File: src/rtl/buzzer_alarm_ctrl.sv
// Two-channel buzzer alarm controller: debounced sticky alarms, dwell-based channel
// scheduling and a beep pattern. Optional BUZZER_SILENCE_EN adds a timed silence input.
module buzzer_alarm_ctrl #(
   parameter int DEBOUNCE = 4,
   parameter int BEEP_ON  = 8,
   parameter int BEEP_OFF = 8,
   parameter int DWELL    = 16,
   parameter int CNT_W    = 8
`ifdef BUZZER_SILENCE_EN
   ,
   parameter int SILENCE_CYC = 64
`endif
) (
   input  logic       clk,
   input  logic       rst_n,
   input  logic       above_30_0,
   input  logic       above_25_0,
   input  logic       low_level_0,
   input  logic       above_30_1,
   input  logic       above_25_1,
   input  logic       low_level_1,
   input  logic [1:0] ack,
`ifdef BUZZER_SILENCE_EN
   input  logic       silence,
`endif
   output logic       select,
   output logic       buzz,
   output logic [1:0] alarm
);

   localparam logic [CNT_W-1:0] DB_MAX     = CNT_W'(DEBOUNCE);
   localparam logic [CNT_W-1:0] DB_LAST    = CNT_W'(DEBOUNCE - 1);
   localparam logic [CNT_W-1:0] ON_LAST    = CNT_W'(BEEP_ON - 1);
   localparam logic [CNT_W-1:0] OFF_LAST   = CNT_W'(BEEP_OFF - 1);
   localparam logic [CNT_W-1:0] DWELL_LAST = CNT_W'(DWELL - 1);

   typedef enum logic [1:0] {ST_IDLE, ST_ON, ST_OFF} beep_state_t;

   logic [1:0]       raw;
   logic [1:0]       alarm_reg, alarm_next;
   logic             select_reg;
   logic [CNT_W-1:0] dwell_reg;
   beep_state_t      state_reg, state_next;
   logic [CNT_W-1:0] phase_reg, phase_next;
   logic             any_alarm;

   assign raw[0] = above_30_0 | ~above_25_0 | low_level_0;
   assign raw[1] = above_30_1 | ~above_25_1 | low_level_1;

   generate
      for (genvar gi = 0; gi < 2; gi++) begin : g_chan
         logic [CNT_W-1:0] db_cnt_reg;
         logic             set_ch;

         always_ff @(posedge clk) begin
            if (!rst_n)
               db_cnt_reg <= '0;
            else if (!raw[gi])
               db_cnt_reg <= '0;
            else if (db_cnt_reg != DB_MAX)
               db_cnt_reg <= db_cnt_reg + 1'b1;
         end

         // Set outranks ack; ack only counts once the raw condition has gone away.
         assign set_ch         = raw[gi] && (db_cnt_reg >= DB_LAST);
         assign alarm_next[gi] = set_ch | (alarm_reg[gi] & ~(ack[gi] & ~raw[gi]));
      end
   endgenerate

   always_ff @(posedge clk) begin
      if (!rst_n)
         alarm_reg <= 2'b00;
      else
         alarm_reg <= alarm_next;
   end

   // Dwell is already 0 whenever alarm was not 11, so entering 11 restarts it for free.
   always_ff @(posedge clk) begin
      if (!rst_n) begin
         select_reg <= 1'b0;
         dwell_reg  <= '0;
      end else begin
         case (alarm_reg)
            2'b01: begin
               select_reg <= 1'b0;
               dwell_reg  <= '0;
            end
            2'b10: begin
               select_reg <= 1'b1;
               dwell_reg  <= '0;
            end
            2'b11: begin
               if (dwell_reg == DWELL_LAST) begin
                  select_reg <= ~select_reg;
                  dwell_reg  <= '0;
               end else begin
                  dwell_reg <= dwell_reg + 1'b1;
               end
            end
            default: dwell_reg <= '0;
         endcase
      end
   end

   assign any_alarm = |alarm_reg;

   always_ff @(posedge clk) begin
      if (!rst_n) begin
         state_reg <= ST_IDLE;
         phase_reg <= '0;
      end else begin
         state_reg <= state_next;
         phase_reg <= phase_next;
      end
   end

   always_comb begin
      state_next = state_reg;
      phase_next = phase_reg + 1'b1;
      case (state_reg)
         ST_ON: begin
            if (!any_alarm) begin
               state_next = ST_IDLE;
               phase_next = '0;
            end else if (phase_reg == ON_LAST) begin
               state_next = ST_OFF;
               phase_next = '0;
            end
         end
         ST_OFF: begin
            if (!any_alarm) begin
               state_next = ST_IDLE;
               phase_next = '0;
            end else if (phase_reg == OFF_LAST) begin
               state_next = ST_ON;
               phase_next = '0;
            end
         end
         default: begin
            phase_next = '0;
            if (any_alarm)
               state_next = ST_ON;
         end
      endcase
   end

`ifdef BUZZER_SILENCE_EN
   logic [CNT_W-1:0] silence_reg;

   // A freshly latched channel always gets heard, even mid-silence.
   always_ff @(posedge clk) begin
      if (!rst_n)
         silence_reg <= '0;
      else if (|(alarm_next & ~alarm_reg))
         silence_reg <= '0;
      else if (silence && (state_reg != ST_IDLE))
         silence_reg <= CNT_W'(SILENCE_CYC);
      else if (silence_reg != '0)
         silence_reg <= silence_reg - 1'b1;
   end

   always_comb begin
      buzz = (state_reg == ST_ON) && (silence_reg == '0);
   end
`else
   always_comb begin
      buzz = (state_reg == ST_ON);
   end
`endif

   assign alarm  = alarm_reg;
   assign select = select_reg;

endmodule

File: config.mk
export PLATFORM = sky130hd
export DESIGN_NAME = buzzer_alarm_ctrl
export DESIGN_NICKNAME = d
export VERILOG_FILES = /design/src/rtl/buzzer_alarm_ctrl.sv
export SDC_FILE = /design/constraint.sdc
export NUM_CORES = 1
export LEC_CHECK = 0
export ABC_AREA = 1
export CAP_MARGIN = 30
export CORE_UTILIZATION = 51
export CTS_CLUSTER_SIZE = 14
export DETAILED_ROUTE_END_ITERATION = 8
export PLACE_DENSITY = 0.74
export SYNTH_ARGS = -nofsm -noshare
export SYNTH_HDL_FRONTEND = slang
export SYNTH_SLANG_ARGS = --single-unit
File: constraint.sdc
create_clock -name clk -period 1.1 [get_ports clk]
set_input_delay 0.22 -clock clk [delete_from_list [all_inputs] [get_ports clk]]
set_output_delay 0.22 -clock clk [all_outputs]
set_load 0.1 [all_outputs]
==> impl_metrics.env <==
export IMPL_fill_cells=150
export IMPL_htreeDepth=2
export IMPL_drtPass1Iterations=4
export IMPL_synth_compound_area_share_pct=7.39
export IMPL_hpwl_um=2630
export IMPL_coreArea_um2=3340
export IMPL_die_area_um2=3730
export IMPL_synth_top_family_by_area="simple AND/OR/NAND/NOR gates"
export IMPL_finalCriticalPeriod_ns=1.33
export IMPL_status="complete, but fails checks"
export IMPL_ys_top_cells_by_area="dfxtp_1 (42%), nor2_1 (8.9%), inv_1 (6.3%)"
export IMPL_synth_adder_area_share_pct=5.63
export IMPL_slew_headroom_pct=83.6
export IMPL_dp_cells=319
export IMPL_synth_xor_area_share_pct=5.91
export IMPL_cp_max_fo=2
export IMPL_path_class="register to output pin"
export IMPL_crit_arrival_ns=1.11
export IMPL_endpoint_kind="output pin"
export IMPL_io_pin_count=14
export IMPL_netlist_instances=230
export IMPL_cts_buffer_depth=2
export IMPL_maxSlewViolCount=0
export IMPL_syn_nets=248
export IMPL_clkLatencyLatePin_ns=0.34
export IMPL_die_w_um=61.0
export IMPL_ys_ff_latch=37
export IMPL_worstMarginPinSlew_ns=0.246
export IMPL_cts_sinks=37
export IMPL_final_util_pct=88.1
export IMPL_rows=21
export IMPL_fin_cells=339
export IMPL_dieHeight_um=61.0
export IMPL_grt_start_max_net_pins=11
export IMPL_violations="negative setup slack"
export IMPL_cp_data_required_time_ns=0.88
export IMPL_finalWeightedCongestion=0.766
export IMPL_skew_ns=0.00664
export IMPL_grt_first_pass_wirelength_um=6490
export IMPL_hp_class="register to register"
export IMPL_synth_top_area_share_pct=41.7
export IMPL_root_buffer="clkbuf_4"
export IMPL_first_global_vias=1617
export IMPL_finalWirelength_um=5210
export IMPL_synthMuxAreaShare_pct=0
export IMPL_cap_viol_max_count=0
export IMPL_vias=1814
export IMPL_drive_above_1_share_pct=54.9
export IMPL_numCtsBuffers=5
export IMPL_route_detailed_drc=0
export IMPL_fin_crit_sh_pct=121
export IMPL_yosys_area_top_type="dfxtp_1"
export IMPL_cts_tree="built"
export IMPL_synth_seq_area_share_pct=41.7
export IMPL_portBuffers=13
export IMPL_power_total_mw=3.56
export IMPL_syn_to_final_growth_pct=65.4
export IMPL_start_util_pct=53.3
export IMPL_yosys_area_share_simple_pct=32.7
export IMPL_grt_remaining_overflow=0
export IMPL_clkSlewWorstSetupHoldPaths_ns=0.10
export IMPL_netlist_area_um2=1780
export IMPL_holdBufCountCts=0
export IMPL_antenna_found_initial=0
export IMPL_syn_area_per_cell_um2=7.73
export IMPL_fin_area_um2=2940
export IMPL_final_setup_worst_slack_ns=-0.231
export IMPL_start_kind="register"
export IMPL_antenna_cells=0
export IMPL_dpl_cell_area_um2=2270
export IMPL_hold_violations=0
export IMPL_setup_viol=22
export IMPL_ys_types=25
export IMPL_ir_worst_vdd_mv=0.708
export IMPL_power_density_nw_per_um2=1210
export IMPL_leakage_nw=1.13
export IMPL_setup_tns_final_ns=-1.48
export IMPL_grtUsageTotal_pct=23.7
export IMPL_largest_reg_flops=16
export IMPL_viasPerCell=5.35
export IMPL_nNetsFinal=311
export IMPL_ant_nets=0
export IMPL_initialDrtViolationCount=99
export IMPL_wl_per_cell_um=15.4
export IMPL_rsz0062_at_grt="yes"
export IMPL_yosys_warnings=0
export IMPL_max_freq_ghz=0.751
==> through the flow <==
step / hold slack, ns / worst slack (ns)
global placement: 0.447 / -0.272
global route: 0.511 / -0.264
detailed placement: 0.462 / -0.320
floorplan: 0.331 / -0.0675
CTS: 0.488 / -0.235
finish: 0.487 / -0.231
==> synthesized netlist by cell type, drive strengths merged <==
library cell and n:
a21oi 14, a31oi 1, dfxtp 37, ha 8, inv 32, nand2 32, nand3 17, nand3b 2
nand4 3, nor2 48, nor3 3, nor3b 6, nor4 2, o21ai 11, or2 2, xnor2 3
xor2 9
==> power by group <==
| part | internal (mW) | total (mW) | leakage, nW | switching (mW) |
|---|---|---|---|---|
| Combinational | 0.599 | 1.29 | 0.792 | 0.687 |
| Clock | 0.302 | 0.723 | 0.0314 | 0.421 |
| Sequential | 1.43 | 1.55 | 0.311 | 0.116 |
==> critical path, stage by stage, from the launching register on <==
cell     delay [ns]
dfxtp_2        0.34
buf_6          0.11
ha_4           0.16
buf_12         0.16
==> layer usage <==
metal | up-vias | GRT usage, % | part of all wire (%) | routed length, um
li1 | 865 | - | - | -
met1 | 884 | 26.1 | 38 | 2000
met2 | 49 | 44.4 | 55 | 2890
met3 | 16 | 5.25 | 3.7 | 193
met4 | 0 | 8.44 | 2.5 | 131
met5 | - | 0 | 0 | 0
==> layout by cell type (no fill, tap or decap), types with 4 or more instances in the layout <==
master,Yosys,routed
a21oi_1,14,8
a21oi_2,0,6
buf_12,0,4
buf_4,0,30
buf_6,0,13
clkbuf_4,0,5
clkdlybuf4s50_1,0,9
dfxtp_1,37,18
dfxtp_2,0,10
dfxtp_4,0,9
ha_4,0,8
inv_1,30,23
inv_2,2,5
inv_4,0,4
nand2_1,30,22
nand2_2,2,7
nand3_2,5,6
nand3_4,0,8
nor2_1,42,26
nor2_2,4,10
nor2_4,2,12
nor3b_2,2,5
o21ai_1,0,5
o21ai_2,0,5
xor2_1,9,8
==> layout make-up <==
type / count / area, um2 / share of cell area (%)
clock buffers: 7 / 55.1 / 1.87
inverters: 32 / 130 / 4.43
multi-input cells: 161 / 1370 / 46.6
flip-flops and latches: 37 / 787 / 26.8
well taps: 46 / 57.6 / 1.96
repair buffers: 56 / 542 / 18.4
==> path summary, 6_finish.rpt <==
check        cells past startpoint                 endpoint  slack (ns)                    start
min                              2  g_chan[1].db_cnt_reg[7]        0.49  g_chan[1].db_cnt_reg[7]
min reg2reg                      2  g_chan[1].db_cnt_reg[7]        0.49  g_chan[1].db_cnt_reg[7]
max reg2reg                      6             state_reg[1]       -0.15                 alarm[0]
max                              3                     buzz       -0.23             state_reg[0]
==> cell families (layout without fill, tap and decap cells) <==
kind of cell / Yosys count / after routing
flip-flops: 37 / 37
adder cells (fa/ha/maj): 8 / 8
buffers and inverters: 32 / 95
XOR/XNOR: 12 / 12
AO/OA/AOI/OAI: 26 / 26
AND/OR/NAND/NOR: 115 / 115
==> repair_timing <==
| item | 4_1_cts | 5_1_grt |
|---|---|---|
| endpoints found under the setup margin | 33 | 39 |
| pin swaps | 22 | 26 |
| setup buffers | 5 | 8 |
| cloned | 0 | 0 |
| resized for setup | 62 | 77 |
Power figures use the tool's default switching activity.
